`config.mk`:
```
export PLATFORM = sky130hd
export DESIGN_NAME = audio_dac_serializer
export DESIGN_NICKNAME = d
export VERILOG_FILES = /design/src/rtl/audio_pkg.sv /design/src/rtl/audio_clk_gen.sv /design/src/rtl/audio_dac_serializer.sv
export SDC_FILE = /design/constraint.sdc
export NUM_CORES = 1
export LEC_CHECK = 0
export ABC_AREA = 1
export CORE_MARGIN = 1.5
export CORE_UTILIZATION = 58
export DETAILED_ROUTE_END_ITERATION = 8
export GPL_TIMING_DRIVEN = 0
export MAX_ROUTING_LAYER = met4
export PLACE_DENSITY_LB_ADDON = 0.05
export SKIP_CTS_REPAIR_TIMING = 1
export SYNTH_ARGS = -nofsm -noshare
export SYNTH_HDL_FRONTEND = slang
export SYNTH_HIERARCHICAL = 1
export SYNTH_SLANG_ARGS = --single-unit
```
`constraint.sdc`:
```
create_clock -name state_clk -period 1.95 [get_ports state_clk]
set_input_delay 0.4875 -clock state_clk [delete_from_list [all_inputs] [get_ports state_clk]]
set_output_delay 0.4875 -clock state_clk [all_outputs]
set_load 0.01 [all_outputs]
```
`src/rtl/audio_pkg.sv`:
```
// Shared definitions for the I2S audio path (serializer and receiver).
// Latency: n/a (types, constants and helpers only).
// Backpressure: n/a.
//
// Contents: FSM state encoding, slot/sample widths, the stereo pair struct
// and a helper that tells whether a slot position carries a sample bit.
package audio_pkg;

  localparam int SAMPLE_W   = 16;
  localparam int SLOT_W     = 32;
  localparam int SLOT_POS_W = $clog2(SLOT_W);       // position within a slot
  localparam int BIT_CNT_W  = $clog2(2 * SLOT_W);   // position within a frame

  // Serializer FSM encoding.
  localparam logic [0:0] ST_IDLE = 1'b0;
  localparam logic [0:0] ST_RUN  = 1'b1;

  typedef logic [SAMPLE_W-1:0] sample_t;

  typedef struct packed {
    sample_t left;
    sample_t right;
  } pair_t;

  // I2S places the sample MSB one bit after the slot boundary, so slot
  // positions 1..SAMPLE_W carry data and every other position is zero.
  function automatic logic in_sample_window(input logic [SLOT_POS_W-1:0] pos);
    return (pos >= SLOT_POS_W'(1)) && (pos <= SLOT_POS_W'(SAMPLE_W));
  endfunction

endpackage

```
`src/rtl/audio_clk_gen.sv`:
```
// Bit-clock divider and frame bit counter for the I2S serializer.
// Latency: bclk toggles every DIV state_clk cycles while run is high.
// Backpressure: none; free-running once started, held at 0 while idle.
//
// Ports:
//   state_clk, reset_n : clock and asynchronous active-low reset
//   start              : first pair accepted while idle (frame begins)
//   run                : serializer is streaming frames
//   bclk               : codec bit clock, low first after start
//   lr_clk             : frame clock, 0 = left slot, 1 = right slot
//   bclk_fall          : strobe, high in the cycle whose closing edge drops bclk
//   bit_cnt            : bit position within the 64-bit frame
module audio_clk_gen
  import audio_pkg::*;
#(
  parameter int DIV = 4   // state_clk cycles per bclk half-period, 2..255
) (
  input  logic                 state_clk,
  input  logic                 reset_n,
  input  logic                 start,
  input  logic                 run,
  output logic                 bclk,
  output logic                 lr_clk,
  output logic                 bclk_fall,
  output logic [BIT_CNT_W-1:0] bit_cnt
);

  localparam int                DIV_W    = $clog2(DIV);
  localparam logic [DIV_W-1:0]  DIV_LAST = DIV_W'(DIV - 1);

  logic [DIV_W-1:0]     div_cnt;
  logic                 div_tc;
  logic [BIT_CNT_W-1:0] bit_nxt;

  assign div_tc    = run && (div_cnt == DIV_LAST);
  assign bclk_fall = div_tc && bclk;
  assign bit_nxt   = bit_cnt + BIT_CNT_W'(1);

  always_ff @(posedge state_clk or negedge reset_n) begin
    if (!reset_n) begin
      div_cnt <= '0;
      bclk    <= 1'b0;
      bit_cnt <= '0;
      lr_clk  <= 1'b1;
    end else if (run) begin
      div_cnt <= div_tc ? '0 : div_cnt + DIV_W'(1);
      if (div_tc) begin
        bclk <= !bclk;
      end
      // bit_cnt wraps 63 -> 0; lr_clk follows its MSB so every lr_clk
      // change lands on a bclk falling edge.
      if (bclk_fall) begin
        bit_cnt <= bit_nxt;
        lr_clk  <= bit_nxt[BIT_CNT_W-1];
      end
    end else if (start) begin
      // Leaving idle opens the left slot of the first frame at bit 0.
      lr_clk <= 1'b0;
    end
  end

endmodule

```
`src/rtl/audio_dac_serializer.sv`:
```
// I2S serializer: stereo 16-bit pairs in, 64-bit-frame serial data out.
// Latency: first pair goes out immediately; later pairs go out in the frame after acceptance.
// Backpressure: sample_ready low while the one-deep holding register is full.
//
// Ports:
//   state_clk, reset_n     : clock and asynchronous active-low reset
//   left_in, right_in      : 2's complement samples, captured together
//   sample_valid           : pair on left_in/right_in is valid
//   sample_ready           : holding register empty, a pair can be taken
//   bclk, lr_clk           : codec bit clock and frame clock
//   dac_data               : serial data, changes only on bclk falling edges
//   underrun               : one-cycle pulse when a frame repeats the last pair
module audio_dac_serializer
  import audio_pkg::*;
#(
  parameter int DIV = 4   // state_clk cycles per bclk half-period, 2..255
) (
  input  logic                state_clk,
  input  logic                reset_n,
  input  logic [SAMPLE_W-1:0] left_in,
  input  logic [SAMPLE_W-1:0] right_in,
  input  logic                sample_valid,
  output logic                sample_ready,
  output logic                bclk,
  output logic                lr_clk,
  output logic                dac_data,
  output logic                underrun
);

  logic [0:0]           state;
  pair_t                in_pair;
  pair_t                hold_dat;
  logic                 hold_vld;
  pair_t                tx_dat;
  sample_t              shift_q;
  sample_t              slot_src;
  logic                 accept;
  logic                 start;
  logic                 run;
  logic                 bclk_fall;
  logic                 frame_start;
  logic [BIT_CNT_W-1:0] bit_cnt;
  logic [BIT_CNT_W-1:0] bit_nxt;
  logic [SLOT_POS_W-1:0] pos_nxt;

  assign in_pair      = {left_in, right_in};
  assign sample_ready = !hold_vld;
  assign accept       = sample_valid && sample_ready;
  assign run          = (state == ST_RUN);
  assign start        = (state == ST_IDLE) && accept;
  assign frame_start  = bclk_fall && (bit_cnt == '1);

  // Slot position that becomes current at the coming bclk falling edge.
  assign bit_nxt  = bit_cnt + BIT_CNT_W'(1);
  assign pos_nxt  = bit_nxt[SLOT_POS_W-1:0];
  assign slot_src = bit_nxt[BIT_CNT_W-1] ? tx_dat.right : tx_dat.left;

  audio_clk_gen #(
    .DIV (DIV)
  ) u_clk_gen (
    .state_clk (state_clk),
    .reset_n   (reset_n),
    .start     (start),
    .run       (run),
    .bclk      (bclk),
    .lr_clk    (lr_clk),
    .bclk_fall (bclk_fall),
    .bit_cnt   (bit_cnt)
  );

  // Control: FSM, holding register and the frame pair (tx_dat).
  always_ff @(posedge state_clk or negedge reset_n) begin
    if (!reset_n) begin
      state    <= ST_IDLE;
      hold_vld <= 1'b0;
      hold_dat <= '0;
      tx_dat   <= '0;
      underrun <= 1'b0;
    end else begin
      underrun <= 1'b0;
      if (state == ST_IDLE) begin
        // The very first pair bypasses the holding register.
        if (accept) begin
          tx_dat <= in_pair;
          state  <= ST_RUN;
        end
      end else if (frame_start) begin
        if (hold_vld) begin
          tx_dat   <= hold_dat;
          hold_vld <= 1'b0;
        end else if (accept) begin
          // Pair arriving exactly at the boundary goes straight out.
          tx_dat <= in_pair;
        end else begin
          // Nothing new: tx_dat is left alone, so the last pair repeats.
          underrun <= 1'b1;
        end
      end else if (accept) begin
        hold_dat <= in_pair;
        hold_vld <= 1'b1;
      end
    end
  end

  // Datapath: per-slot shifter. tx_dat is only replaced at slot position 0
  // of the left slot, so both slots of a frame come from the same pair.
  always_ff @(posedge state_clk or negedge reset_n) begin
    if (!reset_n) begin
      shift_q  <= '0;
      dac_data <= 1'b0;
    end else if (run && bclk_fall) begin
      if (pos_nxt == SLOT_POS_W'(1)) begin
        dac_data <= slot_src[SAMPLE_W-1];
        shift_q  <= {slot_src[SAMPLE_W-2:0], 1'b0};
      end else if (in_sample_window(pos_nxt)) begin
        dac_data <= shift_q[SAMPLE_W-1];
        shift_q  <= {shift_q[SAMPLE_W-2:0], 1'b0};
      end else begin
        dac_data <= 1'b0;
      end
    end
  end

endmodule

```
==> impl_metrics.tcl <==
set metrics [dict create \
    grt_overflow_total 0 \
    wl_met2_mm 4.94 \
    antenna_found_initial 0 \
    grt_pass1_vias 3740 \
    wl_per_cell_um 14.0 \
    clock_latency_ns 0.37 \
    arrival_ns 2.08 \
    p_clk_share_pct 38.8 \
    muxShareOfSynthArea_pct 0 \
    critPathRequiredTime_ns 2.21 \
    p_sw_share_pct 23.0 \
    drtAntennaViolNets 0 \
    cp-start-kind "register" \
    wl_met1_mm 4.86 \
    row_count 32 \
    synth_fp_nets 614 \
    routed_wl_mm 10.3 \
    p_per_area_nw_per_um2 624 \
    synthAdderAreaFrac_pct 1.36 \
    setup-violations-final 0 \
    synth.avg_cell_area_um2 8.03 \
    chipHeight_um 92.1 \
    p_int_mw 2.60 \
    placed_area_um2 5150 \
    drv_slew 0 \
    fmax_mhz 549 \
    drtPass1Iterations 5 \
    layout_common_cells "nand2_1 (165), dfrtp_1 (89), inv_1 (82)" \
    drcViolationCount 0 \
    nFillCells 657 \
    design.portCount 40 \
    synth_cell_types 29 \
    yosys.area_share.simple_pct 20.7 \
    rsz0062_at_grt "false" \
    ys_seq_area_share_pct 50.5 \
    grt_pass1_wl_mm 17.9 \
    ctsHtreeMaxLevel 3 \
    dieArea_um2 8490 \
    start_util_pct 59.6 \
    synth_seq_cells 93 \
    syn_inst 574 \
    cts.sinks 93 \
    synth_xor_area_share_pct 0.570 \
    final_util_pct 70.0 \
    io_buffer_count 39 \
    cts_tree "built" \
    routed_via_density 5.33 \
    crit_fanout 10 \
    dp_slack_ns -0.177 \
    grt_max_degree 70 \
    fin_area_um2 5410 \
    final_common_cell "nand2_1" \
    syn_to_final_growth_pct 17.4 \
    hpwl_mm 7.49 \
    comb_power_share_pct 4.1 \
    coreArea_um2 7730 \
    top_layer "met4" \
    fin_ws_ns 0.127 \
    async_reset_ff_share_pct 100 \
    yosys_warnings 6 \
    finalNonFillerCells 736 \
    place_congestion 0.865 \
    dp_cells 716 \
    synth-compound-area-share_pct 15.8 \
    drtIter0Drc 281 \
    diodes 0 \
    synthFlopType "dfrtp_1" \
    pwr-share-seq_pct 57.1 \
    switchingPower_uw 776 \
    path_clk_slew_ns 0.09 \
    drive_gt1_share_pct 10.6 \
    synth_top_family_by_area "simple AND/OR/NAND/NOR gates" \
    slew_headroom_pct 63.8 \
    numCtsBuffers 9 \
    drv_cap 0 \
    period_minus_slack_ns 1.82 \
    tightestPinTransition_ns 0.544 \
    criticalPathCategory "register to register" \
    syn-cell-area_um2 4610 \
    outcome "complete, no violations" \
    hold_viol 0 \
    grt_use_total_pct 27.8 \
    clock_path_buffers 2 \
    wl_met3_um 419 \
    synth-edff-count 0 \
    p_leak_nw 2.77 \
    final_nets 669 \
    clock_skew_ns 0.0154 \
    peakVddDrop_v 0.000383 \
    finalCritPeriodShare_pct 93.5 \
    vias 3924 \
    die_w_um 92.1 \
    crit_path_end_kind "register" \
    holdCritPathClass "input port to async pin" \
    root_buffer "clkbuf_8" \
    p_total_mw 3.37 \
]
[flip-flops by register name (all words and copies together) (netlist names)]
name,cells
shift_q,15
u_clk_gen/lr_clk,1
underrun,1
tx_dat,32
dac_data,1
hold_vld,1
hold_dat,32
u_clk_gen/bclk,1
u_clk_gen/div_cnt,2
run,1
u_clk_gen/bit_cnt,6
[metrics by stage]
step / TNS (ns) / hold WS, ns
floorplan: 0 / 0.192
global placement: -285.92 / 0.462
detailed placement: -3.71 / 0.426
CTS: -1.95 / 0.0311
global route: 0 / 0.0362
finish: 0 / 0.0287
[power by group through the flow]
stage                     Sequential [mW]  Clock, mW  Combinational, mW
final                                1.93       1.31              0.137
after floorplan                      1.97          0             0.0139
after detailed placement             1.97          0              0.140
after CTS                            1.93       1.33              0.140
after global routing                 1.93       1.41              0.153
after global placement               1.97          0              0.131
[synthesized netlist by cell type (all sizes together), types with 2 or more instances]
library cell  count  area, µm²
a21oi            67        335
buf              19        151
clkbuf            9       35.0
dfrtp            92       2300
ha                5       62.6
inv              84        315
nand2           172        668
nand3            32        193
nand4             4       25.0
nor2             14       62.6
o21ai            37        185
o22ai            32        200
xor2              2       17.5
[critical path: stages, from the launching register on]
cell and delay, ns:
dfrtp_2 0.47, buf_4 0.17, inv_1 0.05, ha_1 0.22, nor2_1 0.10, nand2_1 0.06
nor2_2 0.11, nand2_2 0.09, nand3_4 0.11, inv_2 0.07, buf_6 0.14, nand2_1 0.07
nand2_1 0.06
[cell type report]
cell class | count | area, µm² | share of cell area, %
Buffer | 28 | 188 | 3.47
Tap cell | 102 | 128 | 2.36
Timing Repair Buffer | 44 | 450 | 8.33
Clock inverter | 7 | 72.6 | 1.34
Multi-Input combinational cell | 368 | 1790 | 33.1
Clock buffer | 9 | 124 | 2.29
Sequential cell | 93 | 2330 | 43.1
Inverter | 85 | 322 | 5.95
[cells by family (layout without fill, tap and decap cells)]
family / count (synthesis) / count (layout)
and+or+nand+nor: 223 / 223
xor gates and xnor gates: 3 / 3
buffers and inverters: 113 / 173
DFF: 93 / 93
AOI/OAI and AO/OA: 137 / 137
adders and majority gates: 5 / 5
[per-layer routing]
layer / vias up / GRT usage (%)
met2: 93 / 42.7
met5: - / -
met3: 8 / 6.38
met4: 0 / 6.67
li1: 1960 / -
met1: 1863 / 37.7
[final timing paths]
check | from | cells past startpoint | slack, ns | to
setup / recovery | u_clk_gen/bit_cnt[1]$_DFFE_PN0P_ | 12 | 0.13 | shift_q[9]$_DFFE_PN0P_
hold / removal | reset_n | 1 | 0.03 | u_clk_gen/bit_cnt[2]$_DFFE_PN0P_
setup reg to reg | u_clk_gen/bit_cnt[1]$_DFFE_PN0P_ | 12 | 0.13 | shift_q[9]$_DFFE_PN0P_
hold reg to reg | shift_q[13]$_DFFE_PN0P_ | 2 | 0.48 | shift_q[13]$_DFFE_PN0P_
max in group asynchronous | reset_n | 2 | 1.27 | u_clk_gen/lr_clk$_DFFE_PN1P_
min in group state_clk | shift_q[13]$_DFFE_PN0P_ | 2 | 0.48 | shift_q[13]$_DFFE_PN0P_
(Power assumes the default switching activity.)
